<file path="src/rtl/change_dispenser.sv">
// Greedy coin-change dispenser: one eject pulse at a time (quarter, dime, nickel) with a settle gap.
// Optional build macro CHANGE_ERR_CHECK_EN rejects amounts that are not a multiple of 5 or exceed MAX_AMOUNT.
module change_dispenser #(
    parameter int AMT_W      = 7,
    parameter int GAP_CYCLES = 2,
    parameter int MAX_AMOUNT = 100
) (
    input  logic             clk,
    input  logic             reset_n,
    input  logic             req_valid,
    output logic             req_ready,
    input  logic [AMT_W-1:0] req_amount,
    output logic             nickel_out,
    output logic             dime_out,
    output logic             quarter_out,
    output logic             busy,
    output logic             done,
    output logic             err
);

    // state  | meaning
    // IDLE   | ready for a request; amount latched on handshake
    // SELECT | pick the largest coin that fits, or finish
    // PULSE  | selected coin line high for one cycle
    // GAP    | ejector settle time, GAP_CYCLES cycles
    // DONE   | one-cycle completion pulse
    // ERR    | one-cycle reject pulse (error-check build only)
    localparam logic [2:0] S_IDLE   = 3'd0;
    localparam logic [2:0] S_SELECT = 3'd1;
    localparam logic [2:0] S_PULSE  = 3'd2;
    localparam logic [2:0] S_GAP    = 3'd3;
    localparam logic [2:0] S_DONE   = 3'd4;
`ifdef CHANGE_ERR_CHECK_EN
    localparam logic [2:0] S_ERR    = 3'd5;
`endif

    localparam int             GW       = (GAP_CYCLES > 1) ? $clog2(GAP_CYCLES) : 1;
    localparam logic [GW-1:0]  GAP_LOAD = (GAP_CYCLES > 0) ? GW'(GAP_CYCLES - 1) : '0;

    localparam logic [AMT_W-1:0] C_QUARTER = AMT_W'(25);
    localparam logic [AMT_W-1:0] C_DIME    = AMT_W'(10);
    localparam logic [AMT_W-1:0] C_NICKEL  = AMT_W'(5);

    if (MAX_AMOUNT < 0 || MAX_AMOUNT >= (1 << AMT_W)) begin : g_max_range
        $error("MAX_AMOUNT does not fit in AMT_W bits");
    end

    logic [2:0]       state;
    logic [AMT_W-1:0] remaining;
    logic [GW-1:0]    gap_cnt;
    logic [2:0]       coin_sel;   // one-hot {quarter, dime, nickel}
    logic             req_bad;

`ifdef CHANGE_ERR_CHECK_EN
    localparam logic [AMT_W:0] MAX_AMT = (AMT_W + 1)'(MAX_AMOUNT);
    always_comb begin
        req_bad = ((req_amount % C_NICKEL) != '0) || ({1'b0, req_amount} > MAX_AMT);
    end
`else
    assign req_bad = 1'b0;
`endif

    always_ff @(posedge clk or negedge reset_n) begin
        if (!reset_n) begin
            state     <= S_IDLE;
            remaining <= '0;
            gap_cnt   <= '0;
            coin_sel  <= '0;
        end else begin
            case (state)
                S_IDLE: begin
                    if (req_valid) begin
`ifdef CHANGE_ERR_CHECK_EN
                        if (req_bad) begin
                            state <= S_ERR;
                        end else begin
                            remaining <= req_amount;
                            state     <= S_SELECT;
                        end
`else
                        remaining <= req_amount;
                        state     <= S_SELECT;
`endif
                    end
                end
                S_SELECT: begin
                    // compare precedes subtract, so remaining never wraps
                    if (remaining >= C_QUARTER) begin
                        remaining <= remaining - C_QUARTER;
                        coin_sel  <= 3'b100;
                        state     <= S_PULSE;
                    end else if (remaining >= C_DIME) begin
                        remaining <= remaining - C_DIME;
                        coin_sel  <= 3'b010;
                        state     <= S_PULSE;
                    end else if (remaining >= C_NICKEL) begin
                        remaining <= remaining - C_NICKEL;
                        coin_sel  <= 3'b001;
                        state     <= S_PULSE;
                    end else begin
                        state <= S_DONE;
                    end
                end
                S_PULSE: begin
                    if (GAP_CYCLES > 0) begin
                        gap_cnt <= GAP_LOAD;
                        state   <= S_GAP;
                    end else begin
                        state <= S_SELECT;
                    end
                end
                S_GAP: begin
                    if (gap_cnt == '0) begin
                        state <= S_SELECT;
                    end else begin
                        gap_cnt <= gap_cnt - GW'(1);
                    end
                end
                S_DONE:  state <= S_IDLE;
                default: state <= S_IDLE;
            endcase
        end
    end

    // outputs decode from state (plus the latched coin), never from inputs
    assign req_ready   = (state == S_IDLE);
    assign busy        = (state != S_IDLE);
    assign done        = (state == S_DONE);
    assign quarter_out = (state == S_PULSE) && coin_sel[2];
    assign dime_out    = (state == S_PULSE) && coin_sel[1];
    assign nickel_out  = (state == S_PULSE) && coin_sel[0];
`ifdef CHANGE_ERR_CHECK_EN
    assign err         = (state == S_ERR);
`else
    assign err         = 1'b0;
`endif

endmodule
</file>
<file path="config.mk">
export PLATFORM = sky130hd
export DESIGN_NAME = change_dispenser
export DESIGN_NICKNAME = d
export VERILOG_FILES = /design/src/rtl/change_dispenser.sv
export SDC_FILE = /design/constraint.sdc
export NUM_CORES = 1
export LEC_CHECK = 0
export CORE_MARGIN = 5
export CORE_UTILIZATION = 48
export CTS_CLUSTER_DIAMETER = 40
export DETAILED_ROUTE_END_ITERATION = 7
export GPL_TIMING_DRIVEN = 0
export PLACE_DENSITY_LB_ADDON = 0.05
export SYNTH_ARGS = -nofsm -noshare
export SYNTH_HDL_FRONTEND = slang
export SYNTH_SLANG_ARGS = --single-unit
export TNS_END_PERCENT = 30
</file>
<file path="constraint.sdc">
create_clock -name clk -period 2.2 [get_ports clk]
set_clock_uncertainty 0.05 [all_clocks]
set_input_delay 0.22 -clock clk [delete_from_list [all_inputs] [get_ports clk]]
set_output_delay 0.22 -clock clk [all_outputs]
set_load 0.02 [all_outputs]
</file>
==> qor.csv <==
stage,metric,value,unit
yosys,Yosys top cell area share,31.7,%
yosys,Post-synth ARST share,100,%
clock_tree,TritonCTS Buffers,3,
yosys,Main synth FF type,dfrtp_1,
critical_path,Startpoint Class,flip-flop,
die,DIE AREA,0.00336,sq mm
yosys,Post-Syn Instances,122,
timing,RSZ-0062 raised after global routing,yes,
route,# DRC,0,
placed_design,PortBufs,15,
die,core area,0.00221,sq mm
yosys,syn nets,139,
clock_tree,CTS tree,yes,
clock_tree,# hold bufs at CTS,0,
die,row cnt,17,
finish,"most common cell after layout, fill and taps aside",clkdlybuf4s50_1,
placed_design,GPL Wtd Cong,0.881,
route,routed wire length,2560,microns
global_route,gr busiest metal,met2,
global_route,"Remaining Overflow, GRT",0,
yosys,ranking of synthesized cells by area,"dfrtp_1, ha_1, nand2_1",
placed_design,post-DP HPWL,1930,microns
route,DR vias/cell,5.78,
yosys,Synth Area in XOR/XNOR,1.59,%
power,Internal Power,0.00111,W
route,wire per inst,15.0,microns
timing,Slew @ Worst Pin,0.663,ns
die,Die W,58.0,microns
yosys,number of synthesized flops with an enable pin,0,
global_route,initial antenna violation count,0,
run_status,status,"complete, no violations",
clock_tree,worst skew pair latency,0.29,ns
clock_tree,Clock Path Buffers,2,
critical_path,CP endpoint,remaining[1],
clock_tree,CTS sink cnt,14,
critical_path,WP data required,2.37,ns
route,DRT Pass-1 Iters,4,
global_route,global routing usage on met1,22.4,%
critical_path,Register-to-Register Path Depth,7,
global_route,largest net degree at the start of global routing,15,
yosys,post-synthesis mux area share,5.22,%
route,via count,989,
yosys,yosys warns,0,
critical_path,worst-path fanout max,7,
finish,most frequent cells in the layout,"clkdlybuf4s50_1, nand2_1, dfrtp_1",
critical_path,r2r startpoint,remaining[1],
yosys,register area share after synthesis,31.7,%
critical_path,Crit Reg-Reg Endpoint,remaining[1],
finish,n_diodes,0,
route,Post-DRT Antenna Nets,0,
power,Max IR drop VDD,0.868,mV
clock_tree,clock-pin slew on the worst setup and hold paths,0.09,ns
global_route,M3 GR Usage,2.45,%
timing,fin. max-slew vios,0,
timing,hold slack,0.264,ns
yosys,Synth area leader,dfrtp_1,
global_route,first-pass GRT wire length,4410,microns
finish,fillcell total,211,
global_route,GRT Overall Usage,17.0,%
global_route,vias in the first global route,957,
timing,Tcrit/Tclk final,95.2,%
timing,Slew headroom,55.5,%
global_route,met2 Use GR,27.7,%
die,starting density of the core,49.9,%
yosys,synthesized area,0.00110,sq mm
yosys,flop and latch count out of synthesis,14,
finish,synth-to-layout area growth,22.2,%
critical_path,Critical Path Start,remaining[1],
finish,post-layout util,61.0,%
power,Comb power frac,66.5,%
finish,layout cells sized above 1,16.8,%
finish,NumNets Final,161,
critical_path,crit path DAT,2.27,ns
finish,multi-input logic area,702,sq um
critical_path,Setup CP Type,reg2reg,
clock_tree,Clock Tree Root,clkbuf_4,
timing,Final TNS setup,0,ns
power,Power Density,1570,mW/mm^2
timing,final setup fails,0,
critical_path,crit end category,flip-flop,
job,max cap viols,0,
yosys,syn_area_per_cell,9.05,sq um
timing,Peak Freq,478,MHz
clock_tree,CTS H-Tree Depth,1,
yosys,Adder-Cell Fraction of Synth Area,7.94,%
timing,post-route minimum period,2.09,ns
route,initial DRC count,20,
power,switch share,47.4,%
die,Die Ht,58.0,microns
critical_path,R2R Setup Slk,0.11,ns
yosys,Compound-Gate Fraction of Synth Area,26.0,%
power,Leakage,0.585,nW
power,Clock power frac,9.1,%
yosys,Cell variety after synth,45,
yosys,simple logic cell fraction of the synthesized area,21.9,%
finish,FF/Latch Area,352,sq um
die,# IOs,17,
power,Sw Pwr,0.00100,W
power,sequential power share,24.4,%
yosys,largest family of logic cells by synthesized area,compound AO/OA/AOI/OAI gates,
min_path,worst hold path type,in2async,
timing,final hold viol count,0,
-- critical path: stages, from the launching register on --
cell      delay (ns)
dfrtp_1         0.42
inv_1           0.15
ha_1            0.24
a21boi_2        0.18
o211ai_1        0.26
a21o_1          0.20
mux2_2          0.36
a31oi_2         0.17
-- worst min-delay path by stage --
stage                     startpoint           end  slack [ns]  depth (start not counted)
final                        reset_n      state[2]        0.26                          1
after global routing         reset_n  remaining[6]        0.32                          1
after CTS                    reset_n      state[2]        0.29                          1
after detailed placement     gap_cnt       gap_cnt        0.41                          1
after global placement       gap_cnt       gap_cnt        0.41                          1
after floorplan              reset_n   coin_sel[0]       -0.13                          0
-- state kept, by name, summed over array words and instances, names as in the netlist --
signal / count
gap_cnt: 1
state: 3
remaining: 7
coin_sel: 3
-- metrics by stage --
stage	worst slack [ns]	power (W)	area, sq um	cells
CTS	0.00787	0.00209	1330	170
global placement	-0.176	0.00184	1290	165
finish	0.107	0.00212	1350	171
floorplan	0.148	0.00153	1100	122
detailed placement	-0.221	0.00188	1290	165
global route	-0.00489	0.00231	1350	171
-- power groups by stage --
| stage | logic, W | registers [W] | clock network [W] |
|---|---|---|---|
| after floorplan | 0.00105 | 0.000485 | 0 |
| after global placement | 0.00133 | 0.000512 | 0 |
| after detailed placement | 0.00136 | 0.000515 | 0 |
| after CTS | 0.00139 | 0.000511 | 0.000196 |
| after global routing | 0.00157 | 0.000539 | 0.000208 |
| final | 0.00141 | 0.000516 | 0.000193 |
-- synthesized netlist by cell type (3+ instances only) --
library cell,n
nand2_1,14
o21ai_0,6
a2bb2oi_1,3
a21oi_1,4
nor3_1,4
ha_1,7
inv_1,6
dfrtp_1,14
nand2b_1,4
nor2_1,9
o211ai_1,3
a21o_1,3
and2_1,4
a31oi_1,3
-- per-layer routing --
| layer | part of all wire [%] | routed length [microns] |
|---|---|---|
| met1 | 45 | 1160 |
| met2 | 48 | 1230 |
| met3 | 4.4 | 112 |
| met4 | 2.0 | 51 |
| met5 | 0 | 0 |
-- final cells by class --
cell class                 count  share of cell area [%]
multi-input combinational     97                    52.0
sequential                    14                    26.1
timing repair buffer          17                    12.2
clock buffer                   4                    2.69
buffer                         5                    2.69
tap                           28                    2.60
inverter                       6                    1.67
-- cells by family (layout without fill, tap and decap cells) --
| family | after synthesis | count (layout) |
|---|---|---|
| buffers and inverters | 11 | 32 |
| other | 1 | 1 |
| DFF | 14 | 14 |
| muxes | 5 | 5 |
| AOI/OAI and AO/OA | 37 | 37 |
| and+or+nand+nor | 45 | 45 |
| adders and majority gates | 7 | 7 |
| xor gates and xnor gates | 2 | 2 |
-- what timing repair did --
item | CTS | global route
pin swaps | 1 | 1
resized for setup | 1 | 5
setup buffers | 1 | 1
setup endpoints to repair | 5 | 8
(Power assumes the default switching activity.)
==> variant 1 (config.mk and constraints unchanged) <==
Build with the macro `CHANGE_ERR_CHECK_EN` defined.
--- a/src/rtl/change_dispenser.sv
+++ b/src/rtl/change_dispenser.sv
@@ -2,2 +2,4 @@
 // Optional build macro CHANGE_ERR_CHECK_EN rejects amounts that are not a multiple of 5 or exceed MAX_AMOUNT.
+`define CHANGE_ERR_CHECK_EN
+
 module change_dispenser #(
Function: changed (Yosys sat finds a counterexample within 4 cycles, from zero or initial values and one cycle with reset_n low).
==> variant 1 against the unedited design <==
- the run now ends with setup timing left
- synthesized cell count up 52%
- final area up 40%
- global-route usage up 2.7 points
- power up 15%
- setup slack worse by 0.14 ns
- clock power down 6%
- sequential cell count unchanged
- cell count up 44%
- first-iteration DRC count rose to 4.3 times the old value
- area after synthesis up 33%
- fmax down 6.3%
- count of clock-buffer cells in the layout unchanged
- wire length up 55%
- critical path type unchanged
- largest cell class unchanged
==> variant 1: results (changes against the unedited design) <==
outcome: "finished, violations left"  # was completed
violations: "setup timing"
r2r-end: "remaining[4]"  # was remaining[1]
layout.nonclk_buf_frac: 0.163  # was 0.149
n_all_buffers: 35  # was 22
regArea_um2: 354  # was 352 um^2
wl_per_cell_um: 16.1  # was 15.0 um
nNonClkInverters: 9  # was 6
setup_violations: 3  # was 0
filler_cell_count: 279  # was 211
synth_area_leaders: "dfrtp_1 24%, ha_1 6.0%, a21oi_1 4.4%, nor2_1 4.3%, nand2_1 4.1%"  # was dfrtp_1 32%, ha_1 7.9%, nand2_1 4.8%, nor2_1 3.1%, o21ai_0 2.7%
routed-wl-met2_mm: 1.89  # was 1.23 mm
cpMaxStageDelayCell: "dfrtp_2"  # was dfrtp_1
post-dp-hpwl_mm: 2.65  # was 1.93 mm
nets: 231  # was 161
met3_usage: 0.0103  # was 0.0245
route.met3.wl_um: 151  # was 112 um
p_clk_mw: 0.181  # was 0.193 mW
timing.critical_path.fanout_max: 6  # was 7
timing.hold.ws_ns: 0.239  # was 0.264 ns
use_met1: 0.270  # was 0.224
relSlewSlack: 0.577  # was 0.555
grt_pass1_wl_mm: 6.75  # was 4.41 mm
power.total_mw: 2.44  # was 2.12 mW
synth_commonest_cells: "17 x nor2_1, 16 x nand2_1, 14 x dfrtp_1"  # was 14 x dfrtp_1, 14 x nand2_1, 9 x nor2_1
p_sw_frac: 0.476  # was 0.474
slowest_delay_ns: 0.45  # was 0.42 ns
synth_fa_ha_area_frac: 0.0597  # was 0.0794
vias: 1497  # was 989
finalNonFillerCells: 246  # was 171
gp_congestion: 0.834  # was 0.881
syn_area_per_cell_um2: 7.89  # was 9.05 um^2
multi_input_area_share: 0.587  # was 0.520
met1_length_mm: 1.84  # was 1.16 mm
ys_seq_area_frac: 0.239  # was 0.317
yosysUniqueCellTypes: 54  # was 45
hold_end: "remaining[0]"
hold_path.class: "in2reg"  # was in2async
portBuffers: 14  # was 15
synthesis.nets: 203  # was 139
r2r_cells: 9  # was 7
crit_arrival_ns: 2.35  # was 2.27 ns
place_area_mm2: 0.00165  # was 0.00129 mm^2
powerComb_mw: 1.68  # was 1.41 mW
multi_input_cells: 151  # was 97
worstSkewPairLatency_ns: 0.27  # was 0.29 ns
multi_input_area_mm2: 0.00111  # was 702 um^2
synth-xor-area-share: 0.0239  # was 0.0159
synthMuxAreaShare: 0.0418  # was 0.0522
clkCellAreaFrac: 0.0193  # was 0.0269
vdd.ir_drop.worst_mv: 0.605  # was 0.868 mV
layout_setup_ws_ns: -0.0342  # was 0.107 ns
drtIter0Drc: 85  # was 20
layout-drive-gt1-share: 0.258  # was 0.168
grt_util_met2: 0.322  # was 0.277
core_area_mm2: 0.00300  # was 0.00221 mm^2
leakage_nw: 0.772  # was 0.585 nW
[variant 1: changes by cell type after synthesis, moves of 4 or more]
cell,before,now
a21oi_1,4,13
nor2_1,9,17
clkbuf_1,0,5
o21ai_0,6,11
a31oi_1,3,7
or3_1,0,4
[variant 1: timing repair]
| action | 4_1_cts | 5_1_grt |
|---|---|---|
| setup endpoints to repair | 12 | 11 |
| gates cloned | 1 | 0 |
| pin swaps | 5 | 7 |
| resized for setup | 32 | 14 |
| buffers inserted | 8 | 2 |
[variant 1: worst max-delay path by stage]
stage / start / to / slack [ns] / cells past startpoint
after global placement: req_amount[2] / remaining[6] / -0.61 / 9
after CTS: remaining[2] / remaining[4] / -0.06 / 8
after global routing: remaining[1] / remaining[1] / -0.12 / 9
after floorplan: remaining[2] / remaining[4] / -0.04 / 9
final: remaining[1] / remaining[4] / -0.03 / 9
after detailed placement: req_amount[6] / remaining[2] / -0.63 / 9
==> variant 2 (config.mk and constraints unchanged) <==
Without the edit above. Reset style: synchronous (`reset_n`), changed in one clocked block.
--- a/src/rtl/change_dispenser.sv
+++ b/src/rtl/change_dispenser.sv
@@ -62,3 +62,3 @@
 
-    always_ff @(posedge clk or negedge reset_n) begin
+    always_ff @(posedge clk) begin
         if (!reset_n) begin
Behaviour: differs if reset_n is asserted again (counterexample within 4 cycles, from zero or initial values and one cycle with reset_n low); with reset_n held inactive, the same outputs for 10 cycles.
==> variant 2 against the unedited design <==
- sequential cell count unchanged
- power fell by 7.4%
- non-clock buffer count is 8 higher
- area after synthesis grew 8.5%
- setup slack got worse by 0.036 ns
- die area is 7.0% higher
- sequential share of layout area decreased by 7.2 points
- wire length rose by 33%
- final area up 13%
- largest cell class unchanged
==> variant 2: results (changes against the unedited design) <==
timing.critical_path.fanout_max: 10  # was 7
use_met1: 0.251  # was 0.224
firstDrtPassIters: 6  # was 4
gr-usage-all-layers: 0.194  # was 0.170
async_reset_ff_frac: 0  # was 1.00
grt_util_met2: 0.310  # was 0.277
clk_pin_slew_ns: 0.11  # was 0.09 ns
gp_congestion: 0.921  # was 0.881
place_area_mm2: 0.00139  # was 0.00129 mm^2
worstMarginPinSlew_ns: 0.546  # was 0.663 ns
vias_per_cell: 6.10  # was 5.78
hold_path.class: "reg2reg"  # was in2async
synthesis.nets: 175  # was 139
r2r_cells: 9  # was 7
wl_per_cell_um: 16.1  # was 15.0 um
slowest_delay_ns: 0.39  # was 0.42 ns
met3_usage: 0.0367  # was 0.0245
outcome: "completed"  # unchanged
dp_cells: 203  # was 165
routed-wl-met2_mm: 1.64  # was 1.23 mm
ys_seq_area_frac: 0.234  # was 0.317
yosysUniqueCellTypes: 53  # was 45
vdd.ir_drop.worst_mv: 0.696  # was 0.868 mV
filler_cell_count: 216  # was 211
synth_commonest_cells: "17 x nand2_1, 14 x dfxtp_1, 13 x nor2_1"  # was 14 x dfrtp_1, 14 x nand2_1, 9 x nor2_1
min_period_over_period: 0.968  # was 0.952
finalNonFillerCells: 211  # was 171
power.density_mw_per_mm2: 1290  # was 1570 mW/mm^2
first_global_vias: 1117  # was 957
grt_max_degree: 11  # was 15
ys.flop_type: "dfxtp_1"  # was dfrtp_1
met1_length_mm: 1.47  # was 1.16 mm
leakage_nw: 0.584  # was 0.585 nW
timing.hold.ws_ns: 0.414  # was 0.264 ns
r2r_start: "remaining[2]"  # was remaining[1]
post-dp-hpwl_mm: 2.36  # was 1.93 mm
clkPwrFrac: 0.105  # was 0.091
synth_area_leaders: "dfxtp_1 23%, ha_1 7.3%, nand2_1 5.3%, a21oi_1 4.2%, nor2_1 4.1%"  # was dfrtp_1 32%, ha_1 7.9%, nand2_1 4.8%, nor2_1 3.1%, o21ai_0 2.7%
antenna_found_initial: 0  # unchanged
crit_arrival_ns: 2.29  # was 2.27 ns
seqPwrFrac: 0.211  # was 0.244
regArea_um2: 287  # was 352 um^2
crit_end: "remaining[4]"  # was remaining[1]
internal_power_mw: 1.00  # was 1.11 mW
grt_pass1_wl_mm: 5.18  # was 4.41 mm
pre_cts_ws_ns: -0.209  # was -0.221 ns
layout-drive-gt1-share: 0.199  # was 0.168
synth_cells: 158  # was 122
cpMaxStageDelayCell: "a311o_4"  # was dfrtp_1
drtIter0Drc: 62  # was 20
route.met3.wl_um: 240  # was 112 um
## variant 2: cell families (layout without fill, tap and decap cells)
group	count (synthesis)	in the layout	share of synthesized area
AOI/OAI and AO/OA	57	57	0.344
and+or+nand+nor	56	56	0.238
DFF	14	14	0.234
xor gates and xnor gates	1	1	0.00732
other	1	1	0.00313
adders and majority gates	7	7	0.0731
muxes	2	2	0.0178
buffers and inverters	20	43	0.0826
## variant 2: final cells by class
type | instances | area share
multi-input cells | 124 | 0.570
flip-flops and latches | 14 | 0.189
repair buffers | 19 | 0.119
plain buffers | 11 | 0.0486
inverters | 9 | 0.0247
well taps | 30 | 0.0247
clock buffers | 4 | 0.0239
## variant 2: what timing repair did
action | CTS | global route
buffers inserted | 0 | 4
hold buffers | 0 | 0
setup endpoints to repair | 8 | 10
pin swaps | 1 | 3
gates resized for setup | 7 | 10
